--- src/rtl/elbeth_mem_access_unit_pkg.sv ---
// Shared encodings for the MEM-stage access unit: size codes, FSM states and a size-legality helper.
package elbeth_mem_access_unit_pkg;

  localparam logic [3:0] MEM_SIZE_NONE = 4'b0000;
  localparam logic [3:0] MEM_SIZE_BYTE = 4'b0001;
  localparam logic [3:0] MEM_SIZE_HALF = 4'b0010;
  localparam logic [3:0] MEM_SIZE_WORD = 4'b1000;

  typedef enum logic [1:0] {
    MA_IDLE   = 2'd0,
    MA_ACCESS = 2'd1,
    MA_DONE   = 2'd2
  } ma_state_e;

  function automatic logic size_is_legal(input logic [3:0] size);
    return (size == MEM_SIZE_NONE) || (size == MEM_SIZE_BYTE) ||
           (size == MEM_SIZE_HALF) || (size == MEM_SIZE_WORD);
  endfunction

endpackage

--- src/rtl/elbeth_mem_access_unit_load_extender.sv ---
// Picks the addressed byte/half lane out of a bus word and sign- or zero-extends it to 32 bits.
module elbeth_load_extender
  import elbeth_mem_access_unit_pkg::*;
(
  input  logic [31:0] rdata,
  input  logic [1:0]  addr_lo,
  input  logic [3:0]  size,
  input  logic        sign,
  output logic [31:0] result
);

  logic [7:0]  byte_lane;
  logic [15:0] half_lane;

  always_comb begin
    byte_lane = rdata[{addr_lo, 3'b000} +: 8];
    half_lane = addr_lo[1] ? rdata[31:16] : rdata[15:0];
    case (size)
      MEM_SIZE_BYTE: result = {{24{sign & byte_lane[7]}}, byte_lane};
      MEM_SIZE_HALF: result = {{16{sign & half_lane[15]}}, half_lane};
      MEM_SIZE_WORD: result = rdata;
      default:       result = '0;
    endcase
  end

endmodule

--- src/rtl/elbeth_mem_access_unit.sv ---
// MEM-stage data-memory access unit: captures one load/store, drives the word bus, returns extended data.
module elbeth_mem_access_unit
  import elbeth_mem_access_unit_pkg::*;
#(
  parameter int unsigned ADDR_WIDTH     = 32,
  parameter int unsigned TIMEOUT_CYCLES = 16,
  parameter int unsigned TIMEOUT_WIDTH  = 5
) (
  input  logic                  clk,
  input  logic                  rst,
  input  logic                  ex_mem_en,
  input  logic                  ex_mem_rw,
  input  logic [3:0]            ex_data_size_mem,
  input  logic                  ex_data_sign_mem,
  input  logic [ADDR_WIDTH-1:0] ex_address,
  input  logic [31:0]           ex_write_data,
  output logic [ADDR_WIDTH-1:0] dmem_addr,
  output logic [31:0]           dmem_wdata,
  output logic [3:0]            dmem_wbe,
  output logic                  dmem_en,
  output logic                  dmem_rw,
  input  logic                  dmem_ready,
  input  logic [31:0]           dmem_rdata,
  output logic [31:0]           mem_read_data,
  output logic                  exs_mem_ready,
  output logic                  mem_misaligned,
  output logic                  mem_fault
);

  localparam logic [TIMEOUT_WIDTH-1:0] TO_LIMIT = TIMEOUT_WIDTH'(TIMEOUT_CYCLES);

  ma_state_e               state_q, state_d;
  logic [ADDR_WIDTH-1:0]   dmem_addr_q, dmem_addr_d;
  logic [31:0]             dmem_wdata_q, dmem_wdata_d;
  logic [3:0]              dmem_wbe_q, dmem_wbe_d;
  logic                    dmem_en_q, dmem_en_d;
  logic                    dmem_rw_q, dmem_rw_d;
  logic [31:0]             rdata_q, rdata_d;
  logic                    mis_q, mis_d;
  logic                    fault_q, fault_d;
  logic [TIMEOUT_WIDTH-1:0] cnt_q, cnt_d;
  logic [1:0]              addr_lo_q, addr_lo_d;
  logic [3:0]              size_q, size_d;
  logic                    sign_q, sign_d;

  logic                    req_bad;
  logic                    timeout_hit;
  logic [TIMEOUT_WIDTH-1:0] cnt_inc;
  logic [31:0]             ext_data;

  elbeth_load_extender u_load_extender (
    .rdata   (dmem_rdata),
    .addr_lo (addr_lo_q),
    .size    (size_q),
    .sign    (sign_q),
    .result  (ext_data)
  );

  assign req_bad = !size_is_legal(ex_data_size_mem) ||
                   ((ex_data_size_mem == MEM_SIZE_HALF) && ex_address[0]) ||
                   ((ex_data_size_mem == MEM_SIZE_WORD) && (ex_address[1:0] != 2'b00));
  assign cnt_inc     = cnt_q + TIMEOUT_WIDTH'(1);
  assign timeout_hit = (cnt_inc == TO_LIMIT);

  always_ff @(posedge clk or negedge rst) begin
    if (!rst) begin
      state_q      <= MA_IDLE;
      dmem_addr_q  <= '0;
      dmem_wdata_q <= '0;
      dmem_wbe_q   <= '0;
      dmem_en_q    <= 1'b0;
      dmem_rw_q    <= 1'b0;
      rdata_q      <= '0;
      mis_q        <= 1'b0;
      fault_q      <= 1'b0;
      cnt_q        <= '0;
      addr_lo_q    <= '0;
      size_q       <= '0;
      sign_q       <= 1'b0;
    end else begin
      state_q      <= state_d;
      dmem_addr_q  <= dmem_addr_d;
      dmem_wdata_q <= dmem_wdata_d;
      dmem_wbe_q   <= dmem_wbe_d;
      dmem_en_q    <= dmem_en_d;
      dmem_rw_q    <= dmem_rw_d;
      rdata_q      <= rdata_d;
      mis_q        <= mis_d;
      fault_q      <= fault_d;
      cnt_q        <= cnt_d;
      addr_lo_q    <= addr_lo_d;
      size_q       <= size_d;
      sign_q       <= sign_d;
    end
  end

  always_comb begin
    state_d = state_q;
    case (state_q)
      MA_IDLE: begin
        if (ex_mem_en) begin
          state_d = (req_bad || (ex_data_size_mem == MEM_SIZE_NONE)) ? MA_DONE : MA_ACCESS;
        end
      end
      MA_ACCESS: if (dmem_ready || timeout_hit) state_d = MA_DONE;
      MA_DONE:   state_d = MA_IDLE;
      default:   state_d = MA_IDLE;
    endcase
  end

  // Datapath next-state: bus fields latched on accept, pulses live only for the DONE cycle.
  always_comb begin
    dmem_addr_d  = dmem_addr_q;
    dmem_wdata_d = dmem_wdata_q;
    dmem_wbe_d   = dmem_wbe_q;
    dmem_en_d    = dmem_en_q;
    dmem_rw_d    = dmem_rw_q;
    rdata_d      = rdata_q;
    mis_d        = 1'b0;
    fault_d      = 1'b0;
    cnt_d        = '0;
    addr_lo_d    = addr_lo_q;
    size_d       = size_q;
    sign_d       = sign_q;
    case (state_q)
      MA_IDLE: begin
        if (ex_mem_en) begin
          addr_lo_d = ex_address[1:0];
          size_d    = ex_data_size_mem;
          sign_d    = ex_data_sign_mem;
          rdata_d   = '0;
          mis_d     = req_bad;
          if (!req_bad && (ex_data_size_mem != MEM_SIZE_NONE)) begin
            dmem_addr_d = {ex_address[ADDR_WIDTH-1:2], 2'b00};
            dmem_rw_d   = ex_mem_rw;
            dmem_en_d   = 1'b1;
            case (ex_data_size_mem)
              MEM_SIZE_BYTE: begin
                dmem_wdata_d = {4{ex_write_data[7:0]}};
                dmem_wbe_d   = 4'b0001 << ex_address[1:0];
              end
              MEM_SIZE_HALF: begin
                dmem_wdata_d = {2{ex_write_data[15:0]}};
                dmem_wbe_d   = ex_address[1] ? 4'b1100 : 4'b0011;
              end
              default: begin
                dmem_wdata_d = ex_write_data;
                dmem_wbe_d   = 4'b1111;
              end
            endcase
            if (!ex_mem_rw) dmem_wbe_d = '0;
          end
        end
      end
      MA_ACCESS: begin
        if (dmem_ready) begin
          dmem_en_d = 1'b0;
          if (!dmem_rw_q) rdata_d = ext_data;
        end else if (timeout_hit) begin
          dmem_en_d = 1'b0;
          fault_d   = 1'b1;
          rdata_d   = '0;
        end else begin
          cnt_d = cnt_inc;
        end
      end
      default: ;
    endcase
  end

  always_comb begin
    case (state_q)
      MA_IDLE:   exs_mem_ready = ~ex_mem_en;
      MA_ACCESS: exs_mem_ready = 1'b0;
      default:   exs_mem_ready = 1'b1;
    endcase
  end

  assign dmem_addr      = dmem_addr_q;
  assign dmem_wdata     = dmem_wdata_q;
  assign dmem_wbe       = dmem_wbe_q;
  assign dmem_en        = dmem_en_q;
  assign dmem_rw        = dmem_rw_q;
  assign mem_read_data  = rdata_q;
  assign mem_misaligned = mis_q;
  assign mem_fault      = fault_q;

endmodule

--- config.mk ---
export PLATFORM = sky130hd
export DESIGN_NAME = elbeth_mem_access_unit
export DESIGN_NICKNAME = d
export VERILOG_FILES = /design/src/rtl/elbeth_mem_access_unit_pkg.sv /design/src/rtl/elbeth_mem_access_unit_load_extender.sv /design/src/rtl/elbeth_mem_access_unit.sv
export SDC_FILE = /design/constraint.sdc
export NUM_CORES = 1
export LEC_CHECK = 0
export ABC_AREA = 0
export CAP_MARGIN = 30
export CORE_MARGIN = 3
export CORE_UTILIZATION = 68
export CTS_CLUSTER_DIAMETER = 80
export DETAILED_ROUTE_END_ITERATION = 6
export DONT_BUFFER_PORTS = 1
export PLACE_DENSITY_LB_ADDON = 0.3
export SLEW_MARGIN = 0
export SYNTH_ARGS = -nofsm -noshare
export SYNTH_HDL_FRONTEND = slang
export SYNTH_SLANG_ARGS = --single-unit
--- constraint.sdc ---
create_clock -name clk -period 5.4 [get_ports clk]
set_clock_uncertainty 0.05 [all_clocks]
set_input_delay 0.81 -clock clk [delete_from_list [all_inputs] [get_ports clk]]
set_output_delay 0.81 -clock clk [all_outputs]
set_load 0.05 [all_outputs]
After elaboration in Yosys (flattened, before gate mapping)
Index checks and enable logic that the tools add are counted.

Bits in registers: 116. Bits of input ports: 106. Output and inout bits: 105. Word-level logic and storage cells: 83.

Add/sub/neg operators: 1. Eq/ne operators: 13. Shifts and indexed selects: 2. Multiplexer cells: 29. Bitwise operators: 3. Reduce and logical (&&, ||, !) cells: 22.

Operators with widths (count): two-way mux 32 bit (4); one-hot mux 32 bit (2 select lines) (2); one-hot mux 32 bit (3 select lines) (1); variable part select 32 x 6 -> 8 bit (1); two-way mux 16 bit (1); two-way mux 5 bit (3); two-way mux 1 bit (9); == test 4 x 1 -> 1 bit (second input constant) (2); == test 4 x 2 -> 1 bit (second input constant) (2); == test 4 bit (second input constant) (2); two-way mux 4 bit (2); one-hot mux 4 bit (2 select lines) (1); AND reduction 4 bit (2); logical OR 1 bit (7); two-way mux 2 bit (3); != test 2 bit (second input constant) (3); != test 3 bit (second input constant) (2); adder 5 x 1 -> 5 bit (second input constant) (1); == test 5 bit (second input constant) (1); zero test 4 bit (1); one-hot mux 1 bit (2 select lines) (2); one-hot mux 2 bit (2 select lines) (1); AND reduction 2 bit (2); nonzero test 2 bit (2); 9 further kinds (13).

Logic depth before layout (Yosys ltp)
Gate-level depths: netlist of run 1.

Word-level depth: 12. Mapped depth: 9. Depth with buffers taken out: 5.

Hierarchy
From an unflattened synthesis of run 1, not the netlist that was laid out.

Cells, all modules: 523. Area, all modules: 5723.0 µm².

Modules (own cells, without submodules): elbeth_mem_access_unit (times used 1, cells an instance 431, area an instance 5044.8 µm², sequential area each 2902.8 µm²); elbeth_load_extender (times used 1, cells an instance 92, area an instance 678.2 µm², sequential area each 0.0 µm²).

Least setup slack after synthesis of run 1
Ideal clock, no wire load.

Kind: input-to-reg. From: in ex_mem_en. To: reg state_q[0]. Setup time: 127 ps. Data arrival time: 2642 ps. Required time: 5223 ps. Setup slack: 2581 ps. Cell stages on the path: 7. Buffers on the path: 3. Cell sequence: o21bai_1 or2_2 buf_2 a211oi_4 buf_2 buf_2 o21bai_1.

Longest elaborated chain between the ends: 2.

Ends and longest elaborated chain: from (decl) (line elbeth_mem_access_unit.sv:11) `input logic ex_mem_en,`; != test 2 bit (no source line); AND reduction 2 bit (no source line); to (signal assigned) (line elbeth_mem_access_unit.sv:81) `state_q <= state_d;`; to (decl) (line elbeth_mem_access_unit.sv:32) `ma_state_e state_q, state_d;`.

Every way passes these cells. A chain may end at the register's enable or synchronous reset.

Worst setup path after layout of run 1
From: reg state_q[1]. To: reg dmem_wdata_q[6] (netlist: dmem_wdata[6]).

Longest elaborated chain between the ends: 2.

Ends and longest elaborated chain: zero test 2 bit (line elbeth_mem_access_unit.sv:125) `case (state_q)`; AND reduction 3 bit (no source line); to (signal assigned) (line elbeth_mem_access_unit.sv:83) `dmem_wdata_q <= dmem_wdata_d;`; to (decl) (line elbeth_mem_access_unit.sv:34) `logic [31:0] dmem_wdata_q, dmem_wdata_d;`.

Every way passes these cells.

==> flow_summary.html, run 1 <==
<table>
<tr><th>Metric</th><th>Value</th></tr>
<tr><th colspan="2">Synthesis</th></tr>
<tr><td>Cells after synthesis</td><td>430</td></tr>
<tr><td>FF+latch count, synth</td><td>around 120</td></tr>
<tr><td>Largest cells by area after synthesis</td><td>dfrtp_1 55%, mux2_2 13%, a21oi_1 3.8%</td></tr>
<tr><td>Area of the mapped netlist</td><td>between 5000 and 6000 um2</td></tr>
<tr><td>Sequential fraction of the synthesis area</td><td>54.8%</td></tr>
<tr><td>Prevailing post-synth register cell</td><td>dfrtp_1</td></tr>
<tr><td>Top cell type by total area after synthesis</td><td>dfrtp_1</td></tr>
<tr><td>Post-synthesis area per instance</td><td>12.3 um2</td></tr>
<tr><td>Leading post-synthesis cells by instance count</td><td>116 x dfrtp_1, 61 x mux2_2, 40 x a21oi_1</td></tr>
<tr><td>Yosys warnings</td><td>0</td></tr>
<tr><td>Area share of the largest cell type after synthesis</td><td>about 55%</td></tr>
<tr><td>Cell with the most instances after synthesis</td><td>dfrtp_1</td></tr>
<tr><td>Post-synth EDFFs</td><td>0</td></tr>
<tr><td>Number of library cell types mapped by synthesis</td><td>50</td></tr>
<tr><td>Async S/R FF share, synth</td><td>between 90% and 100%</td></tr>
<tr><th colspan="2">Clocking</th></tr>
<tr><td>Clock sink count</td><td>between 100 and 150</td></tr>
<tr><td>CTS tree</td><td>built</td></tr>
<tr><td>Clk pin slew, worst setup/hold paths</td><td>0.06 ns</td></tr>
<tr><td>Root cell of the clock tree</td><td>clkbuf_8</td></tr>
<tr><td>Insertion delay to the later sink of the worst-skew pair</td><td>about 0.50 ns</td></tr>
<tr><td>Post-CTS setup buffers</td><td>0</td></tr>
<tr><td>Largest buffer count on any clock path</td><td>2</td></tr>
<tr><td># H-tree levels</td><td>4</td></tr>
<tr><td>Clock buffer count from CTS</td><td>17</td></tr>
<tr><th colspan="2">Worst hold path</th></tr>
<tr><td>Min-Delay Path Class</td><td>in -&gt; async</td></tr>
<tr><th colspan="2">Finish</th></tr>
<tr><td>Antenna Diode Count</td><td>0</td></tr>
<tr><td>Fill cells</td><td>roughly 430</td></tr>
<tr><td>Final nets</td><td>530</td></tr>
<tr><td>Area of the multi-input gates</td><td>approximately 2200 um2</td></tr>
<tr><td>Share of final-layout standard cells stronger than drive strength 1</td><td>between 20% and 30%</td></tr>
<tr><td>Area growth from synthesis to final layout</td><td>10.8%</td></tr>
<tr><td>Area of all sequential standard cells</td><td>between 2000 and 3000 um2</td></tr>
<tr><th colspan="2">Die</th></tr>
<tr><td>Height of the chip</td><td>approximately 94 um</td></tr>
<tr><td>Starting Density</td><td>71.5%</td></tr>
<tr><td># IOs</td><td>211</td></tr>
<tr><td>Floorplan Core Area</td><td>between 7000 and 8000 um2</td></tr>
<tr><td>Cell Rows</td><td>31</td></tr>
<tr><td>Die outline area</td><td>between 8000 and 9000 um2</td></tr>
<tr><td>DIE WIDTH</td><td>about 94 um</td></tr>
<tr><th colspan="2">Detailed routing</th></tr>
<tr><td>Vias after detailed routing</td><td>~3600</td></tr>
<tr><td>Residual DRC count</td><td>0</td></tr>
<tr><td>Number of DRC markers in iteration 0</td><td>roughly 250</td></tr>
<tr><td>Aggregate routed wire length</td><td>approximately 13 mm</td></tr>
<tr><td>DR WL/cell</td><td>between 20 and 25 um</td></tr>
<tr><td>Vias per inst</td><td>6.79</td></tr>
<tr><td>Post-route ant nets</td><td>0</td></tr>
<tr><td>Router iterations before antenna repair</td><td>5</td></tr>
<tr><th colspan="2">Timing</th></tr>
<tr><td>Final count of hold timing violations</td><td>0</td></tr>
<tr><td>Setup repair after global routing missed its margin</td><td>false</td></tr>
<tr><td>Max frequency</td><td>367 MHz</td></tr>
<tr><td>Post-layout minimum cycle time</td><td>between 2 and 3 ns</td></tr>
<tr><td>Hold Slack</td><td>around 0.22 ns</td></tr>
<tr><td>Count of final max-slew check failures</td><td>0</td></tr>
<tr><td>Setup TNS</td><td>0 ns</td></tr>
<tr><td>Worst slew margin relative to its limit</td><td>between 20 and 30%</td></tr>
<tr><td>Share of the clock period used by the worst path after layout</td><td>between 50% and 60%</td></tr>
<tr><td>Worst Max-Slew Pin Slew</td><td>around 1.1 ns</td></tr>
<tr><td>Number of endpoints failing setup at the final stage</td><td>0</td></tr>
<tr><th colspan="2">Worst setup path</th></tr>
<tr><td>Maximum fanout along the worst path</td><td>97</td></tr>
<tr><td>Worst Path Arrival</td><td>between 3 and 4 ns</td></tr>
<tr><td>Worst Setup End Kind</td><td>flip-flop</td></tr>
<tr><td>Kind of start point of the critical path</td><td>flip-flop</td></tr>
<tr><td>Crit path kind</td><td>reg -&gt; reg</td></tr>
<tr><td>Critical Path RT</td><td>about 5.7 ns</td></tr>
<tr><td>Worst-case reg-to-reg path depth</td><td>6</td></tr>
<tr><th colspan="2">Pwr</th></tr>
<tr><td>Leakage component of the power</td><td>between 2 and 3 nW</td></tr>
<tr><td>Power per cell area</td><td>roughly 580 nW/um2</td></tr>
<tr><td>IR drop worst, VDD</td><td>just under 0.0004 V</td></tr>
<tr><th colspan="2">Global route</th></tr>
<tr><td>Overall global routing resource usage</td><td>between 20% and 30%</td></tr>
<tr><td>Largest net degree at the start of global routing</td><td>around 120</td></tr>
<tr><td>Via count of the first global-routing pass</td><td>about 3800</td></tr>
<tr><td>Leftover overflow at the end of global routing</td><td>0</td></tr>
<tr><td>Initial antenna violation count</td><td>0</td></tr>
<tr><td>First-pass GRT wire length</td><td>between 15 and 20 mm</td></tr>
<tr><th colspan="2">Placement</th></tr>
<tr><td>HPWL after detailed placement</td><td>slightly below 9 mm</td></tr>
<tr><td>Number of buffers added on ports</td><td>0</td></tr>
<tr><td>Final weighted congestion of routability-driven global placement</td><td>0.802</td></tr>
<tr><th colspan="2">Run</th></tr>
<tr><td>Number of max-cap violations</td><td>0</td></tr>
<tr><th colspan="2">Outcome</th></tr>
<tr><td>Result of the run</td><td>completed</td></tr>
</table>
[state kept, by name, indices dropped and copies added (netlist names)]
name	cells
dmem_rw	1
dmem_en	1
dmem_addr	30
state_q	2
dmem_wbe	4
size_q	4
sign_q	1
dmem_wdata	32
mem_read_data	32
addr_lo_q	2
cnt_q	5
mem_fault	1
mem_misaligned	1
[power breakdown]
part | switching, mW | internal (mW)
Clock | 0.371 | 0.672
Combinational | 0.179 | 0.209
Sequential | 0.883 | 1.06
[routing by layer]
metal  global-route usage, %  vias to the layer above  share of wire, %  wire [um]
li1                        -                     1596                 -          -
met1                    32.4                     1788                36       4530
met2                    48.1                      224                51       6420
met3                    12.8                       17                12       1530
met4                    9.15                        0               1.3        168
met5                       0                        -                 0          0
[cell families after synthesis]
kind of cell    synth area share [%]
other cells                   0.0708
compound gates                  16.9
xor+xnor                       0.496
flops                           54.8
buf+inv                         3.90
simple gates                    8.31
fa+ha+maj                      0.236
mux                             15.3
[critical path, stage by stage, from the launching register on]
cell and delay [ns]:
dfrtp_1 0.38, o21bai_1 0.15, buf_4 0.20, or2_2 0.40
a211oi_4 0.17, buf_4 0.77, mux2_2 0.42
[through the flow]
step | std cells | util (%) | instance area, um2 | power, mW | worst slack [ns]
2_1_floorplan | 431 | - | 5300 | 2.22 | 2.58
3_3_place_gp | 500 | 71.2 | 5270 | 2.29 | 2.41
3_5_place_dp | 502 | 71.4 | 5290 | 2.33 | 2.36
4_1_cts | 534 | 79.2 | 5870 | 3.39 | 2.67
5_1_grt | 534 | 79.2 | 5870 | 3.50 | 2.54
6_report | 534 | 79.2 | 5870 | 3.38 | 2.68
[layout make-up]
| class | instances | area share [%] |
|---|---|---|
| clock buffers | 21 | 7.65 |
| clock inverters | 10 | 1.83 |
| inverters | 7 | 0.448 |
| multi-input cells | 275 | 37.4 |
| flip-flops and latches | 116 | 49.4 |
| well taps | 99 | 2.11 |
| repair buffers | 6 | 1.07 |
[path summary, 6_finish.rpt]
path                                                  to  slack, ns                   start
setup / recovery               dmem_wdata[6]$_DFFE_PN0P_       2.68  state_q[1]$_DFFE_PN0P_
hold / removal             mem_read_data[23]$_DFFE_PN0P_       0.22                     rst
setup reg to reg               dmem_wdata[6]$_DFFE_PN0P_       2.68  state_q[1]$_DFFE_PN0P_
hold reg to reg                       cnt_q[0]$_DFF_PN0_       0.46      cnt_q[0]$_DFF_PN0_
max in group asynchronous     dmem_wdata[10]$_DFFE_PN0P_       4.70                     rst
min in group clk                mem_misaligned$_DFF_PN0_       0.38     ex_data_size_mem[2]
[cells in the final DEF, fill, tap and decap left out, drive strengths merged, types with 6 or more instances in the layout]
cell type	synthesis	routed
a21oi	40	40
inv	7	7
a221oi	17	17
buf	23	6
o21ai	10	10
a222oi	7	7
dfrtp	116	116
a221o	16	16
clkbuf	10	21
nor2b	7	7
mux2	61	61
and2	8	8
mux2i	10	10
nor2	35	35
o2bb2ai	16	16
[what timing repair did]
item	CTS	global route
hold buffers	1	0
hold endpoints to repair	116	0
resized for setup	0	0
(Power assumes the default switching activity.)
==> run 2: changes to the inputs <==
Settings changed: CORE_UTILIZATION 68 to 57.
Clock period 5.4 ns to 2.49 ns, I/O delays scaled along.
==> run 2 against run 1 <==
Final area is 13% higher; die area rose by 18%; hold slack got worse by 0.71 ns; highest routed layer unchanged; the run now ends with hold timing left.
==> flow_summary.html, run 2 (synthesized netlist as in run 1, its figures left out) <==
<table>
<tr><th>Metric</th><th>Value</th></tr>
<tr><th colspan="2">Timing</th></tr>
<tr><td>Worst Max-Slew Pin Slew</td><td>0.898 ns (-0.178 ns)</td></tr>
<tr><td>Worst slew margin relative to its limit</td><td>40.0% (+12 points)</td></tr>
<tr><td>Final count of hold timing violations</td><td>116 (+116)</td></tr>
<tr><td>Count of final max-slew check failures</td><td>0 (unchanged)</td></tr>
<tr><td>Hold Slack</td><td>-0.490 ns (-0.706 ns)</td></tr>
<tr><td>Share of the clock period used by the worst path after layout</td><td>86.9% (+36 points)</td></tr>
<tr><td>Number of endpoints failing setup at the final stage</td><td>0 (unchanged)</td></tr>
<tr><td>Setup repair after global routing missed its margin</td><td>false</td></tr>
<tr><td>Max frequency</td><td>462 MHz (+26%)</td></tr>
<tr><td>Setup TNS</td><td>0 ns (unchanged)</td></tr>
<tr><td>Post-layout minimum cycle time</td><td>2.16 ns (-0.562 ns)</td></tr>
<tr><th colspan="2">Placement</th></tr>
<tr><td>Number of placed cells counting well taps</td><td>517 (+3.0%)</td></tr>
<tr><td>HPWL after detailed placement</td><td>8.96 mm (+1.1%)</td></tr>
<tr><td>Post-detailed-placement cell area</td><td>5360 um2 (+1.4%)</td></tr>
<tr><td>Final weighted congestion of routability-driven global placement</td><td>0.839 (+4.5%)</td></tr>
<tr><td>Number of buffers added on ports</td><td>0 (unchanged)</td></tr>
<tr><th colspan="2">Global route</th></tr>
<tr><td>Via count of the first global-routing pass</td><td>4100 (+8.6%)</td></tr>
<tr><td>First-pass GRT wire length</td><td>21.5 mm (+12%)</td></tr>
<tr><td>Initial antenna violation count</td><td>0 (unchanged)</td></tr>
<tr><td>Overall global routing resource usage</td><td>27.0% (-1.5 points)</td></tr>
<tr><td>Largest net degree at the start of global routing</td><td>117 (unchanged)</td></tr>
<tr><td>Leftover overflow at the end of global routing</td><td>0 (unchanged)</td></tr>
<tr><th colspan="2">Detailed routing</th></tr>
<tr><td>Vias per inst</td><td>6.26 (-7.7%)</td></tr>
<tr><td>Aggregate routed wire length</td><td>13.9 mm (+10%)</td></tr>
<tr><td>Vias after detailed routing</td><td>3833 (+5.7%)</td></tr>
<tr><td>Router iterations before antenna repair</td><td>4 (-1)</td></tr>
<tr><td>Post-route ant nets</td><td>0 (unchanged)</td></tr>
<tr><td>Residual DRC count</td><td>0 (unchanged)</td></tr>
<tr><td>DR WL/cell</td><td>22.8 um (-3.9%)</td></tr>
<tr><td>Number of DRC markers in iteration 0</td><td>184 (-28%)</td></tr>
<tr><th colspan="2">Clocking</th></tr>
<tr><td>Resize count post-CTS</td><td>0 (unchanged)</td></tr>
<tr><td># H-tree levels</td><td>4 (unchanged)</td></tr>
<tr><td>CTS Hold Buffers Added</td><td>62 (+61)</td></tr>
<tr><td>Root cell of the clock tree</td><td>clkbuf_8</td></tr>
<tr><td>CTS tree</td><td>built</td></tr>
<tr><td>Clk pin slew, worst setup/hold paths</td><td>0.06 ns (about the same)</td></tr>
<tr><td>Clock buffer count from CTS</td><td>17 (unchanged)</td></tr>
<tr><td>Clock sink count</td><td>116 (unchanged)</td></tr>
<tr><td>Largest buffer count on any clock path</td><td>2 (unchanged)</td></tr>
<tr><td>Insertion delay to the later sink of the worst-skew pair</td><td>0.51 ns (about the same)</td></tr>
<tr><th colspan="2">Finish</th></tr>
<tr><td>Final standard cell utilization of the core</td><td>74.3% (-4.9 points)</td></tr>
<tr><td>Area growth from synthesis to final layout</td><td>24.7%</td></tr>
<tr><td>Area of all sequential standard cells</td><td>2900 um2 (unchanged)</td></tr>
<tr><td>Finished layout cell area</td><td>6610 um2 (+13%)</td></tr>
<tr><td>Area of the multi-input gates</td><td>2200 um2 (unchanged)</td></tr>
<tr><td>Antenna Diode Count</td><td>0 (unchanged)</td></tr>
<tr><td>Most frequent standard cell in the layout excluding fill and tap cells</td><td>dfrtp_1</td></tr>
<tr><td>Cell Count, Final, Fillers Out</td><td>612 (+15%)</td></tr>
<tr><td>Fill cells</td><td>578 (+35%)</td></tr>
<tr><td>Commonest cells after routing, fill and taps aside</td><td>116 x dfrtp_1, 62 x dlygate4sd3_1, 61 x mux2_2</td></tr>
<tr><td>Share of final-layout standard cells stronger than drive strength 1</td><td>25.2% (-1.9 points)</td></tr>
<tr><td>Final nets</td><td>598 (+13%)</td></tr>
<tr><th colspan="2">Worst setup path</th></tr>
<tr><td>Kind of start point of the critical path</td><td>flip-flop</td></tr>
<tr><td>Worst Setup End Kind</td><td>flip-flop</td></tr>
<tr><td>Crit path kind</td><td>reg -&gt; reg</td></tr>
<tr><td>Maximum fanout along the worst path</td><td>16 (-84%)</td></tr>
<tr><td>Worst Path Arrival</td><td>2.55 ns (-0.51 ns)</td></tr>
<tr><td>Critical Path RT</td><td>2.88 ns (-2.86 ns)</td></tr>
<tr><th colspan="2">Run</th></tr>
<tr><td>Number of max-cap violations</td><td>0 (unchanged)</td></tr>
<tr><th colspan="2">Die</th></tr>
<tr><td>Starting Density</td><td>59.6% (-12 points)</td></tr>
<tr><td>Floorplan Core Area</td><td>8890 um2 (+20%)</td></tr>
<tr><td>Cell Rows</td><td>34 (+9.7%)</td></tr>
<tr><td>Height of the chip</td><td>102 um (+8.6%)</td></tr>
<tr><td># IOs</td><td>211 (unchanged)</td></tr>
<tr><td>DIE WIDTH</td><td>102 um (+8.6%)</td></tr>
<tr><td>Die outline area</td><td>10500 um2 (+18%)</td></tr>
<tr><th colspan="2">Pwr</th></tr>
<tr><td>IR drop worst, VDD</td><td>0.00104 V (+170%)</td></tr>
<tr><td>Power per cell area</td><td>1150 nW/um2 (+99%)</td></tr>
<tr><td>Leakage component of the power</td><td>2.83 nW (+12%)</td></tr>
<tr><th colspan="2">Outcome</th></tr>
<tr><td>Violated checks</td><td>hold timing</td></tr>
<tr><td>Result of the run</td><td>complete, but fails checks</td></tr>
<tr><th colspan="2">Worst hold path</th></tr>
<tr><td>Min-Delay Path Class</td><td>in -&gt; async</td></tr>
</table>
run 2: cell types whose count changed in the layout (fill, tap and decap cells not counted), moves of 2 or more:
| cell | previous run | this run |
|---|---|---|
| buf_12 | 0 | 2 |
| buf_4 | 4 | 8 |
| clkbuf_1 | 2 | 0 |
| clkinv_2 | 5 | 2 |
| clkinv_4 | 0 | 2 |
| dlygate4sd3_1 | 0 | 62 |
| inv_6 | 0 | 4 |
run 2: stage by stage:
step	setup slack [ns]	power [mW]	hold slack [ns]
floorplan	0.0825	4.81	0.0279
global placement	0.279	5.01	0.0303
detailed placement	0.185	5.06	0.0307
CTS	0.149	7.62	-0.517
global route	0.181	7.89	-0.520
finish	0.327	7.58	-0.490
run 2: worst max-delay path: stages, from the launching register on:
cell     delay (ns)
dfrtp_1        0.48
o21ai_0        0.20
o21ai_1        0.08
or4b_1         0.72
nor2b_2        0.18
buf_4          0.22
a221o_2        0.17
run 2: timing repair:
item                                   4_1_cts  5_1_grt
setup endpoints to repair                    0       16
setup buffers                                0        1
endpoints found under the hold margin      184      116
run 2: layout make-up:
class / count / share of cell area [%]
Clock buffer: 18 / 6.48
Multi-Input combinational cell: 275 / 33.3
Inverter: 7 / 0.398
Tap cell: 108 / 2.05
Sequential cell: 116 / 43.9
Clock inverter: 14 / 2.65
Timing Repair Buffer: 74 / 11.2
run 2: per-layer routing:
layer | wire, um | share of wire (%) | GRT usage [%]
met1 | 5190 | 37 | 31.2
met2 | 7130 | 51 | 45.8
met3 | 1410 | 10 | 11.9
met4 | 205 | 1.5 | 7.47
met5 | 0 | 0 | 0
run 2: worst paths after layout:
kind	from	slack, ns	end	cells after the start
worst max-delay path	size_q[0]$_DFFE_PN0P_	0.33	mem_read_data[30]$_DFFE_PN0P_	6
worst min register to register	cnt_q[0]$_DFF_PN0_	0.45	cnt_q[0]$_DFF_PN0_	1
worst max register to register	size_q[0]$_DFFE_PN0P_	0.33	mem_read_data[30]$_DFFE_PN0P_	6
min in group clk	ex_write_data[10]	0.02	dmem_wdata[10]$_DFFE_PN0P_	2
max in group asynchronous	rst	2.70	dmem_wbe[2]$_DFFE_PN0P_	0
worst min-delay path	rst	-0.49	dmem_addr[30]$_DFFE_PN0P_	0
run 2: power breakdown:
| group | internal, mW | total (mW) | switching (mW) |
|---|---|---|---|
| sequential | 2.31 | 4.17 | 1.86 |
| clock | 1.56 | 2.45 | 0.891 |
| combinational | 0.528 | 0.955 | 0.427 |
| total | 4.40 | 7.58 | 3.18 |
==> run 3: changes to the inputs <==
Settings changed: ABC_CLOCK_PERIOD_IN_PS set to 2490.
==> results of run 3 <==
Final layout, timing and power as in run 2 (identical DEF).
